`config.mk`:
```
export PLATFORM = sky130hd
export DESIGN_NAME = fpdiv_iter
export DESIGN_NICKNAME = d
export VERILOG_FILES = /design/src/rtl/fpdiv_iter.sv
export SDC_FILE = /design/constraint.sdc
export NUM_CORES = 1
export LEC_CHECK = 0
export CAP_MARGIN = 20
export CORE_ASPECT_RATIO = 0.6
export CORE_MARGIN = 1.5
export CORE_UTILIZATION = 42
export DETAILED_ROUTE_END_ITERATION = 16
export GPL_ROUTABILITY_DRIVEN = 0
export PLACE_DENSITY = 0.66
export SYNTH_ARGS = -nofsm -noshare
export SYNTH_HDL_FRONTEND = slang
export SYNTH_SLANG_ARGS = --single-unit
```
`constraint.sdc`:
```
create_clock -name clk -period 4.8 [get_ports clk]
set_clock_uncertainty 0.15 [all_clocks]
set_input_delay 1.44 -clock clk [delete_from_list [all_inputs] [get_ports clk]]
set_output_delay 1.44 -clock clk [all_outputs]
set_load 0.01 [all_outputs]
```
`src/rtl/fpdiv_iter.sv`:
```
`default_nettype none
// ============================================================================
// fpdiv_iter : iterative IEEE 754 binary32 divider, restoring, 1 bit/cycle
// Rev 1.0
// ============================================================================
module fpdiv_iter (
  input  logic        clk,
  input  logic        rst,
  input  logic        start,
  input  logic [31:0] InA,
  input  logic [31:0] InB,
  output logic [31:0] Result,
  output logic        busy,
  output logic        done,
  output logic        dz
);

  typedef enum logic [1:0] {
    IDLE = 2'd0,
    DIV  = 2'd1,
    DONE = 2'd2
  } state_t;

  localparam logic [4:0] LAST_ITER = 5'd24;

  state_t      state, state_nxt;
  logic        sign_r;
  logic [7:0]  exp_a, exp_b;
  logic        a_zero, b_zero;
  logic [23:0] mb;
  logic [24:0] rem, q;
  logic [4:0]  cnt;

  logic        rem_ge;
  logic [24:0] rem_sub;
  logic [24:0] rem_nxt;
  logic [7:0]  exp_res;
  logic [22:0] frac_res;
  logic [31:0] res_nxt;
  logic        dz_nxt;

  // Restoring step; the remainder stays below 2*MB so the shift is lossless.
  always_comb begin
    rem_ge  = (rem >= {1'b0, mb});
    rem_sub = rem_ge ? (rem - {1'b0, mb}) : rem;
    rem_nxt = rem_sub << 1;
  end

  // Normalisation and special-case selection, truncating.
  always_comb begin
    exp_res  = exp_a - exp_b + (q[24] ? 8'd127 : 8'd126);
    frac_res = q[24] ? q[23:1] : q[22:0];
    res_nxt  = {sign_r, exp_res, frac_res};
    dz_nxt   = 1'b0;
    if (b_zero && !a_zero) begin
      res_nxt = {sign_r, 8'hFF, 23'd0};
      dz_nxt  = 1'b1;
    end else if (a_zero && b_zero) begin
      res_nxt = 32'h7FC0_0000;
    end else if (a_zero) begin
      res_nxt = {sign_r, 31'd0};
    end
  end

  always_ff @(posedge clk or posedge rst) begin
    if (rst) state <= IDLE;
    else     state <= state_nxt;
  end

  always_comb begin
    state_nxt = state;
    case (state)
      IDLE:    if (start) state_nxt = DIV;
      DIV:     if (cnt == LAST_ITER) state_nxt = DONE;
      DONE:    state_nxt = IDLE;
      default: state_nxt = IDLE;
    endcase
  end

  always_ff @(posedge clk or posedge rst) begin
    if (rst) begin
      Result <= 32'd0;
      busy   <= 1'b0;
      done   <= 1'b0;
      dz     <= 1'b0;
      sign_r <= 1'b0;
      exp_a  <= 8'd0;
      exp_b  <= 8'd0;
      a_zero <= 1'b0;
      b_zero <= 1'b0;
      mb     <= 24'd0;
      rem    <= 25'd0;
      q      <= 25'd0;
      cnt    <= 5'd0;
    end else begin
      done <= 1'b0;
      case (state)
        IDLE: begin
          if (start) begin
            busy   <= 1'b1;
            sign_r <= InA[31] ^ InB[31];
            exp_a  <= InA[30:23];
            exp_b  <= InB[30:23];
            a_zero <= (InA[30:23] == 8'd0);
            b_zero <= (InB[30:23] == 8'd0);
            rem    <= {1'b0, |InA[30:23], InA[22:0]};
            mb     <= {|InB[30:23], InB[22:0]};
            q      <= 25'd0;
            cnt    <= 5'd0;
          end
        end
        DIV: begin
          rem <= rem_nxt;
          q   <= {q[23:0], rem_ge};
          cnt <= cnt + 5'd1;
        end
        DONE: begin
          Result <= res_nxt;
          dz     <= dz_nxt;
          done   <= 1'b1;
          busy   <= 1'b0;
        end
        default: ;
      endcase
    end
  end

endmodule
`default_nettype wire
```
Yosys cells after proc, flatten, opt, wreduce, memory -nomap -nowiden. Index checks and enable logic that the tools add are counted.

Register bits after elaboration: 135. Input bits: 67. Output and inout port bits: 35. Logic and storage cells: 58.

Add/subtract/negate cells: 4. Order comparisons: 1. Equal/unequal tests: 5. Mux-type cells: 19. Bitwise operators: 1. Reductions and logical operators: 14.

Operators by type and width (count): one-hot mux 25 bit (2 select lines) (2); 2-to-1 mux 32 bit (2); 2-to-1 mux 25 bit (2); 2-to-1 mux 31 bit (1); >= comparator 25 x 24 -> 1 bit (1); 2-to-1 mux 24 bit (1); subtractor 24 bit (1); 2-to-1 mux 23 bit (1); logical NOT 8 bit (2); OR reduction 8 bit (2); one-hot mux 5 bit (2 select lines) (1); adder 8 x 7 -> 8 bit (1); AND reduction 2 bit (4); subtractor 8 bit (1); adder 5 x 1 -> 5 bit (second input constant) (1); == test 5 bit (second input constant) (1); 2-to-1 mux 5 bit (1); 2-to-1 mux 1 bit (4); 2-to-1 mux 2 bit (2); inequality test 2 bit (second input constant) (2); one-hot mux 2 bit (2 select lines) (1); nonzero test 2 bit (2); == test 2 x 1 -> 1 bit (second input constant) (1); == test 2 bit (second input constant) (1); other kinds (5) (6).

Longest topological paths before layout. Gate-level depths: netlist of the first run.

Word-level depth: 5. Gate-level depth with buffers: 15. Mapped depth without buffers: 13.

Worst setup path before layout of the first run. Ideal clock, no wire load.

Path kind: reg-to-reg. Start point: register q[24]. End point: register Result[29]. Setup time: 0.083 ns. Arrival: 2.901 ns. Data required time: 4.567 ns. Setup slack: 1.666 ns. Cell stages (with the launch flop): 16. Path buffers: 2. Period minus slack after synthesis: 3.134 ns. Cells stage by stage: dfrtp_1 -> clkbuf_1 -> clkbuf_1 -> inv_1 -> ha_1 -> inv_1 -> ha_1 -> fa_1 -> a21oi_1 -> nor2_1 -> nor2_1 -> o21bai_1 -> a21oi_1 -> xnor2_1 -> a21oi_1 -> o21ai_0.

Cells in the longest elaborated chain, start to end: 5.

RTL lines: start, declared (line 31) `logic [24:0] rem, q;`; start signal, assigned (line 114) `q <= {q[23:0], rem_ge};`; 2-to-1 mux 1 bit (line 51) `exp_res = exp_a - exp_b + (q[24] ? 8'd127 : 8'd126);`; adder 8 x 7 -> 8 bit (line 51); 2-to-1 mux 31 bit (line 60) `end else if (a_zero) begin`; 2-to-1 mux 32 bit (line 58) `end else if (a_zero && b_zero) begin`; 2-to-1 mux 32 bit (line 55) `if (b_zero && !a_zero) begin`; end signal, assigned (line 118) `Result <= res_nxt;`; end, declared (line 12) `output logic [31:0] Result,`.

Every way passes these cells. A chain may end at the register's enable or synchronous reset.

Worst setup path after layout of the first run.
Start point: register rem[4]. End point: register rem[11].

Cells in the longest elaborated chain, start to end: 3. Elaborated cells on any way between the ends: 4. Those cells by class: 1 x add/sub; 1 x order compare; 2 x mux.

RTL lines: start, declared (line 31); start signal, assigned (line 106) `rem <= {1'b0, |InA[30:23], InA[22:0]};`; start signal, assigned (line 113) `rem <= rem_nxt;`; subtractor 24 bit / >= comparator 25 x 24 -> 1 bit (equally long branches) (line 45, 44); 2-to-1 mux 24 bit (*) (line 45) `rem_sub = rem_ge ? (rem - {1'b0, mb}) : rem;`; one-hot mux 25 bit (2 select lines) (*) (line 97) `case (state)`.

Mark *: on every way between the ends. The rest lies on a longest branch, timed or not.

==> results of run 1 <==
[power by group]
group | switching, mW | internal (mW)
Combinational | 2.41 | 1.92
Clock | 0.533 | 0.729
Sequential | 0.310 | 1.63
[state kept, by name (all words and copies together) (netlist names)]
signal / cells
busy: 1
rem: 25
cnt: 5
a_zero: 1
exp_b: 8
done: 1
sign_r: 1
b_zero: 1
state: 2
q: 25
exp_a: 8
dz: 1
Result: 32
mb: 24
[stage by stage]
step                instance area [um2]  total power [mW]  std cells  worst slack, ns
floorplan                          7530              5.26        853             1.53
global placement                   8770              6.18       1153             1.41
detailed placement                 8770              6.24       1153             1.40
CTS                                9330              7.54       1185             1.39
global route                       9350              8.21       1186             1.17
finish                             9350              7.53       1186             1.37
[cell usage after synthesis, types with 3 or more instances]
master | count | area share (%)
sky130_fd_sc_hd__nand2_1 | 204 | 10
sky130_fd_sc_hd__dfrtp_1 | 135 | 45
sky130_fd_sc_hd__o21ai_0 | 74 | 4.9
sky130_fd_sc_hd__inv_1 | 57 | 2.8
sky130_fd_sc_hd__a21oi_1 | 51 | 3.4
sky130_fd_sc_hd__ha_1 | 40 | 6.7
sky130_fd_sc_hd__mux2i_1 | 37 | 4.9
sky130_fd_sc_hd__nand3_1 | 34 | 2.3
sky130_fd_sc_hd__clkbuf_1 | 32 | 1.6
sky130_fd_sc_hd__nor2_1 | 28 | 1.4
sky130_fd_sc_hd__xnor2_1 | 25 | 2.9
sky130_fd_sc_hd__and3_1 | 12 | 1.0
sky130_fd_sc_hd__nor3_1 | 11 | 0.73
sky130_fd_sc_hd__a21o_1 | 8 | 0.80
sky130_fd_sc_hd__buf_1 | 8 | 0.40
sky130_fd_sc_hd__nand4_1 | 8 | 0.67
sky130_fd_sc_hd__o21ai_1 | 7 | 0.47
sky130_fd_sc_hd__a32oi_1 | 6 | 0.70
sky130_fd_sc_hd__o31a_1 | 6 | 0.70
sky130_fd_sc_hd__o21bai_1 | 5 | 0.50
sky130_fd_sc_hd__xor2_1 | 5 | 0.58
sky130_fd_sc_hd__a31oi_1 | 4 | 0.33
sky130_fd_sc_hd__nand3b_1 | 4 | 0.40
sky130_fd_sc_hd__nor4_1 | 4 | 0.33
sky130_fd_sc_hd__o211ai_1 | 4 | 0.40
sky130_fd_sc_hd__o31ai_1 | 4 | 0.40
sky130_fd_sc_hd__a221oi_2 | 3 | 0.60
sky130_fd_sc_hd__a311o_1 | 3 | 0.40
sky130_fd_sc_hd__o21a_1 | 3 | 0.30
[worst max-delay path, cell delays in order (launching register included)]
cell and delay [ns]:
sky130_fd_sc_hd__dfrtp_1 0.40, sky130_fd_sc_hd__ha_1 0.36, sky130_fd_sc_hd__a211oi_1 0.27, sky130_fd_sc_hd__nor2_1 0.14
sky130_fd_sc_hd__o311ai_4 0.30, sky130_fd_sc_hd__nand3_4 0.14, sky130_fd_sc_hd__and4_4 0.21, sky130_fd_sc_hd__o32ai_4 0.46
sky130_fd_sc_hd__buf_4 0.44, sky130_fd_sc_hd__nor3_1 0.10, sky130_fd_sc_hd__a311o_1 0.34
[cell families after synthesis]
group                      after synthesis
buffers and inverters                  104
xor gates and xnor gates                30
muxes                                   37
and+or+nand+nor                        314
adders and majority gates               42
DFF                                    135
AOI/OAI and AO/OA                      191
[how the worst min path moves through the flow]
stage	startpoint	to	slack, ns
2_1_floorplan	exp_b[1]$_DFFE_PP0P_	exp_b[1]$_DFFE_PP0P_	0.30
3_3_place_gp	Result[29]$_DFFE_PP0P_	Result[29]$_DFFE_PP0P_	0.31
3_5_place_dp	Result[22]$_DFFE_PP0P_	Result[22]$_DFFE_PP0P_	0.32
4_1_cts	Result[22]$_DFFE_PP0P_	Result[22]$_DFFE_PP0P_	0.33
5_1_grt	exp_b[4]$_DFFE_PP0P_	exp_b[4]$_DFFE_PP0P_	0.36
6_report	Result[22]$_DFFE_PP0P_	Result[22]$_DFFE_PP0P_	0.33
[cell type report]
| cell class | instances | area, um2 | share of cell area (%) |
|---|---|---|---|
| multi-input combinational | 614 | 3730 | 39.9 |
| tap | 234 | 293 | 3.13 |
| timing repair buffer | 113 | 1160 | 12.4 |
| clock buffer | 18 | 439 | 4.70 |
| clock inverter | 14 | 125 | 1.34 |
| inverter | 58 | 221 | 2.37 |
| sequential | 135 | 3380 | 36.1 |
[cells in the final DEF, fill, tap and decap left out, types with 11 or more instances in the layout]
master,synthesis,routed
sky130_fd_sc_hd__nand3_1,34,34
sky130_fd_sc_hd__nand2_1,204,204
sky130_fd_sc_hd__a21oi_1,51,51
sky130_fd_sc_hd__ha_1,40,40
sky130_fd_sc_hd__clkbuf_16,0,17
sky130_fd_sc_hd__o21ai_0,74,74
sky130_fd_sc_hd__nor2_1,28,27
sky130_fd_sc_hd__clkdlybuf4s50_1,0,101
sky130_fd_sc_hd__xnor2_1,25,25
sky130_fd_sc_hd__nor3_1,11,11
sky130_fd_sc_hd__mux2i_1,37,37
sky130_fd_sc_hd__inv_1,57,56
sky130_fd_sc_hd__dfrtp_1,135,135
sky130_fd_sc_hd__and3_1,12,12
[routing by layer]
layer  global-route usage [%]  vias up  part of all wire [%]
met5                        0        -                     0
met4                     5.62        0                  0.99
met2                     27.8      171                    38
met3                     3.76       15                   5.7
met1                     34.2     2946                    55
li1                         -     3089                     -
==> results.sh, run 1 <==
export IMPL_clock_sinks=135
export IMPL_r2r_setup_slack_ns=1.37
export IMPL_synth_compound_gate_area_share_pct=15.8
export IMPL_clock_fmax_ghz=0.292
export IMPL_synthesis_nets=962
export IMPL_grt_max_degree=101
export IMPL_drt_drc_violations_left=0
export IMPL_drt_pre_antenna_iters=5
export IMPL_synth_top_family_by_area="simple AND/OR/NAND/NOR gates"
export IMPL_synth_distinct_cells=52
export IMPL_worstHoldPathType="flip-flop to flip-flop"
export IMPL_portBuffers=101
export IMPL_die_w_um=176
export IMPL_route_vias_total=6221
export IMPL_routed_wl_mm=18.7
export IMPL_worst_setup_hold_path_clk_slew_ns=0.06
export IMPL_cts_max_path_buffers=2
export IMPL_final_hold_worst_slack_ns=0.327
export IMPL_die_area_um2=18800
export IMPL_syn_to_final_growth_pct=24.3
export IMPL_post_route_cells_drive_above_1_share_pct=5.99
export IMPL_synthSimpleGateAreaFrac_pct=18.0
export IMPL_maxCapViolations=0
export IMPL_crit_path_start_kind="flip-flop"
export IMPL_cts_made_buffers=17
export IMPL_fin_nets=1048
export IMPL_drt_iter0_markers=494
export IMPL_vias_per_cell=5.25
export IMPL_antenna_found_initial=0
export IMPL_clock_latency_reported_for_the_late_side_of_the_worst_skew_pair_ns=0.42
export IMPL_synth_sequential_area_ratio_pct=44.9
export IMPL_core_area_um2=17300
export IMPL_post_drt_wl_per_cell_um=15.8
export IMPL_postSynthAreaPerCell_um2=8.82
export IMPL_tns_ns=0
export IMPL_period_needed_ns=3.43
export IMPL_postRouteAntennaNets=0
export IMPL_synth_cells=853
export IMPL_crit_path_end="rem[11]$_DFFE_PP0P_"
export IMPL_yosys_register_bits=135
export IMPL_globalRouteTotalUtil_pct=21.1
export IMPL_crit_reg2reg_launch="rem[4]$_DFFE_PP0P_"
export IMPL_std_cell_rows=37
export IMPL_worst_endpoint_arrival_ns=3.57
export IMPL_finish_utilization_pct=54.0
export IMPL_clock_tree_from_tritoncts="built"
export IMPL_htree_num_levels=4
export IMPL_io_pin_count=102
export IMPL_synth_xor_area_share_pct=3.49
export IMPL_clk_root_buffer_cell="sky130_fd_sc_hd__clkbuf_16"
export IMPL_end_kind="flip-flop"
export IMPL_buffers_inserted_by_post_cts_timing_repair=0
export IMPL_max_slew_margin_rel_pct=44.9
export IMPL_worst_slew_pin_transition_ns=0.827
export IMPL_vdd_ir_drop_worst_mv=0.298
export IMPL_globalRouteOverflowTotal=0
export IMPL_fill_cells=1623
export IMPL_dp_hpwl_mm=12.8
export IMPL_required_ns=4.95
export IMPL_setup_viol=0
export IMPL_run_status="finished clean"
export IMPL_post_synth_fa_ha_maj_area_fraction_pct=7.18
export IMPL_report_final_slew_viol_count=0
export IMPL_ys_warnings_count=0
export IMPL_hold_path_depth=2
export IMPL_startpoint="rem[4]$_DFFE_PP0P_"
export IMPL_die_h_um=107
export IMPL_worstSetupPathType="flip-flop to flip-flop"
export IMPL_edff_count_synth=0
export IMPL_cp_max_fo=21
export IMPL_power_static_leakage_nw=4.24
export IMPL_mappedNetlistArea_um2=7520
export IMPL_timing_hold_violations_final=0
export IMPL_power_density_nw_per_um2=805
export IMPL_initial_utilization_pct=43.5
export IMPL_worst_r2r_path_depth=10
export IMPL_setup_repair_after_global_routing_missed_its_margin="false"
export IMPL_final_period_utilization_pct=71.4
export IMPL_vias_in_the_first_global_route=5962
export IMPL_dominantRegCellSynth="sky130_fd_sc_hd__dfrtp_1"
export IMPL_antenna_cells=0
export IMPL_worst_r2r_endpoint="rem[11]$_DFFE_PP0P_"
export IMPL_hold_buf_cts=0
export IMPL_synth_async_reset_ratio_pct=100
export IMPL_post_synth_mux_area_share_pct=4.92
export IMPL_post_cts_resized=0
export IMPL_grt_pass1_wl_mm=31.2
(Power assumes the default switching activity.)
==> inputs of run 2 (changes only) <==
- PLACE_DENSITY: 0.66 -> not set
- clock period: 4.8 -> 3.3 ns (I/O delays scaled with it)
==> run 2 against run 1 <==
Critical path type unchanged. Hold slack improved by 0.0040 ns. Count of clock-buffer cells in the layout down 1. Register-to-register slack worse by 1.2 ns. Utilization grew 0.12 points. Setup slack got worse by 1.2 ns. Critical path depth grew 2. Largest cell class unchanged. Non-clock buffer count is 3 higher. Cell count rose by 0.25%.
==> results.sh, run 2 (synthesis results as in run 1) <==
export IMPL_clock_latency_reported_for_the_late_side_of_the_worst_skew_pair_ns=0.42
export IMPL_cts_max_path_buffers=2
export IMPL_globalRouteOverflowTotal=0
export IMPL_die_w_um=176
export IMPL_routed_wl_mm=18.6
export IMPL_std_cell_rows=37
export IMPL_dp_hpwl_mm=12.9
export IMPL_die_area_um2=18800
export IMPL_finish_cell_count_without_fillers=1189
export IMPL_cp_max_fo=3
export IMPL_htree_num_levels=4
export IMPL_flip_flop_count_of_the_largest_register_all_copies_and_words_added=32
export IMPL_hold_buf_cts=0
export IMPL_startpoint="rem[0]$_DFFE_PP0P_"
export IMPL_post_drt_wl_per_cell_um=15.6
export IMPL_power_density_nw_per_um2=1180
export IMPL_dp_cells=1157
export IMPL_worst_r2r_path_depth=12
export IMPL_worst_r2r_endpoint="rem[17]$_DFFE_PP0P_"
export IMPL_tns_ns=0
export IMPL_grt_max_degree=101
export IMPL_worstHoldPathType="flip-flop to flip-flop"
export IMPL_internal_power_mw=6.27
export IMPL_cts_made_buffers=17
export IMPL_fin_nets=1051
export IMPL_report_final_slew_viol_count=0
export IMPL_final_period_utilization_pct=93.9
export IMPL_timing_hold_violations_final=0
export IMPL_worst_setup_hold_path_clk_slew_ns=0.07
export IMPL_largest_register="Result"
export IMPL_clk_root_buffer_cell="sky130_fd_sc_hd__clkbuf_16"
export IMPL_vias_per_cell=5.19
export IMPL_maxCapViolations=0
export IMPL_post_route_cells_drive_above_1_share_pct=6.28
export IMPL_crit_reg2reg_launch="rem[0]$_DFFE_PP0P_"
export IMPL_globalRouteTotalUtil_pct=20.9
export IMPL_route_vias_total=6167
export IMPL_clock_tree_from_tritoncts="built"
export IMPL_routedLengthMet1_mm=10.5
export IMPL_required_ns=3.46
export IMPL_final_hold_worst_slack_ns=0.331
export IMPL_run_status="finished clean"
export IMPL_crit_path_start_kind="flip-flop"
export IMPL_clock_sinks=135
export IMPL_worst_slew_pin_transition_ns=0.714
export IMPL_portBuffers=101
export IMPL_clock_fmax_ghz=0.323
export IMPL_layout_common_cells="sky130_fd_sc_hd__nand2_1, sky130_fd_sc_hd__dfrtp_1, sky130_fd_sc_hd__clkdlybuf4s50_1"
export IMPL_setup_repair_after_global_routing_missed_its_margin="false"
export IMPL_total_power_mw=11.1
export IMPL_layout_cells_most_common="sky130_fd_sc_hd__nand2_1"
export IMPL_power_frac_seq_pct=25.4
export IMPL_worstSetupPathType="flip-flop to flip-flop"
export IMPL_power_frac_clock_pct=17.2
export IMPL_buffers_inserted_by_post_cts_timing_repair=0
export IMPL_highest_signal_layer="met4"
export IMPL_initial_utilization_pct=43.5
export IMPL_layout_top_registers="Result x32, q x25, rem x25"
export IMPL_period_needed_ns=3.10
export IMPL_antenna_found_initial=0
export IMPL_syn_to_final_growth_pct=24.6
export IMPL_drt_iter0_markers=429
export IMPL_power_static_leakage_nw=4.25
export IMPL_net_switching_power_mw=4.81
export IMPL_io_pin_count=102
export IMPL_die_h_um=107
export IMPL_grt_pass1_wl_mm=30.9
export IMPL_antenna_cells=0
export IMPL_detailroute_wirelength_met2_mm=6.98
export IMPL_pwr_share_comb_pct=57.3
export IMPL_vdd_ir_drop_worst_mv=0.388
export IMPL_drt_drc_violations_left=0
export IMPL_setup_viol=0
export IMPL_r2r_setup_slack_ns=0.20
export IMPL_worst_endpoint_arrival_ns=3.26
export IMPL_dr_wl_met3_um=995
export IMPL_max_slew_margin_rel_pct=52.3
export IMPL_sw_frac_of_total_pct=43.4
export IMPL_core_area_um2=17300
export IMPL_crit_path_end="rem[17]$_DFFE_PP0P_"
export IMPL_vias_in_the_first_global_route=5905
export IMPL_post_cts_resized=0
export IMPL_drt_pre_antenna_iters=5
export IMPL_end_kind="flip-flop"
export IMPL_postRouteAntennaNets=0
==> run 2: cell types whose count changed in the layout (fill, tap and decap cells not counted) <==
cell | previous run | this run
sky130_fd_sc_hd__buf_4 | 7 | 12
sky130_fd_sc_hd__inv_8 | 0 | 5
sky130_fd_sc_hd__clkinv_2 | 4 | 0
sky130_fd_sc_hd__buf_12 | 5 | 3
sky130_fd_sc_hd__clkbuf_8 | 1 | 0
sky130_fd_sc_hd__clkinv_4 | 3 | 4
sky130_fd_sc_hd__inv_6 | 3 | 2
==> run 2: worst min path at each step <==
| stage | from | end | cells after the start |
|---|---|---|---|
| 2_1_floorplan | exp_b[1]$_DFFE_PP0P_ | exp_b[1]$_DFFE_PP0P_ | 2 |
| 3_3_place_gp | Result[29]$_DFFE_PP0P_ | Result[29]$_DFFE_PP0P_ | 2 |
| 3_5_place_dp | exp_b[3]$_DFFE_PP0P_ | exp_b[3]$_DFFE_PP0P_ | 2 |
| 4_1_cts | exp_b[6]$_DFFE_PP0P_ | exp_b[6]$_DFFE_PP0P_ | 2 |
| 5_1_grt | exp_b[6]$_DFFE_PP0P_ | exp_b[6]$_DFFE_PP0P_ | 2 |
| 6_report | Result[20]$_DFFE_PP0P_ | Result[20]$_DFFE_PP0P_ | 2 |
==> run 2: per-layer routing <==
layer  vias up  global-route usage (%)
met1      2920                    33.9
met4         0                    4.27
li1       3099                       -
met5         -                       0
met3        11                    4.57
met2       137                    27.5
==> run 2: through the flow <==
stage	utilization [%]	instance area, um2	worst slack [ns]
2_1_floorplan	-	7530	0.166
3_3_place_gp	50.8	8790	0.357
3_5_place_dp	50.8	8790	0.334
4_1_cts	54.1	9370	0.298
5_1_grt	54.1	9370	0.0422
6_report	54.1	9370	0.202
==> run 2: power by group through the flow <==
stage | registers (mW) | clock network, mW | logic [mW]
6_report | 2.82 | 1.91 | 6.35
5_1_grt | 2.91 | 2.02 | 7.13
3_5_place_dp | 2.84 | 0 | 6.30
3_3_place_gp | 2.83 | 0 | 6.25
4_1_cts | 2.82 | 1.94 | 6.34
2_1_floorplan | 2.78 | 0 | 4.88
==> run 2: final cells by class <==
| class | count | area, um2 |
|---|---|---|
| tap | 234 | 293 |
| timing repair buffer | 116 | 1160 |
| inverter | 58 | 221 |
| sequential | 135 | 3380 |
| clock inverter | 15 | 161 |
| clock buffer | 17 | 425 |
| fill | 1618 | 7940 |
| multi-input combinational | 614 | 3730 |
==> run 2: worst max-delay path, stage by stage (launching register included) <==
cell	delay (ns)
sky130_fd_sc_hd__dfrtp_1	0.39
sky130_fd_sc_hd__inv_1	0.08
sky130_fd_sc_hd__ha_1	0.17
sky130_fd_sc_hd__inv_1	0.06
sky130_fd_sc_hd__fa_1	0.41
sky130_fd_sc_hd__a211oi_1	0.21
sky130_fd_sc_hd__o21ai_1	0.15
sky130_fd_sc_hd__o21ai_1	0.41
sky130_fd_sc_hd__nand3_1	0.20
sky130_fd_sc_hd__a31o_1	0.27
sky130_fd_sc_hd__a21oi_1	0.17
sky130_fd_sc_hd__xnor2_1	0.08
sky130_fd_sc_hd__o31a_1	0.23
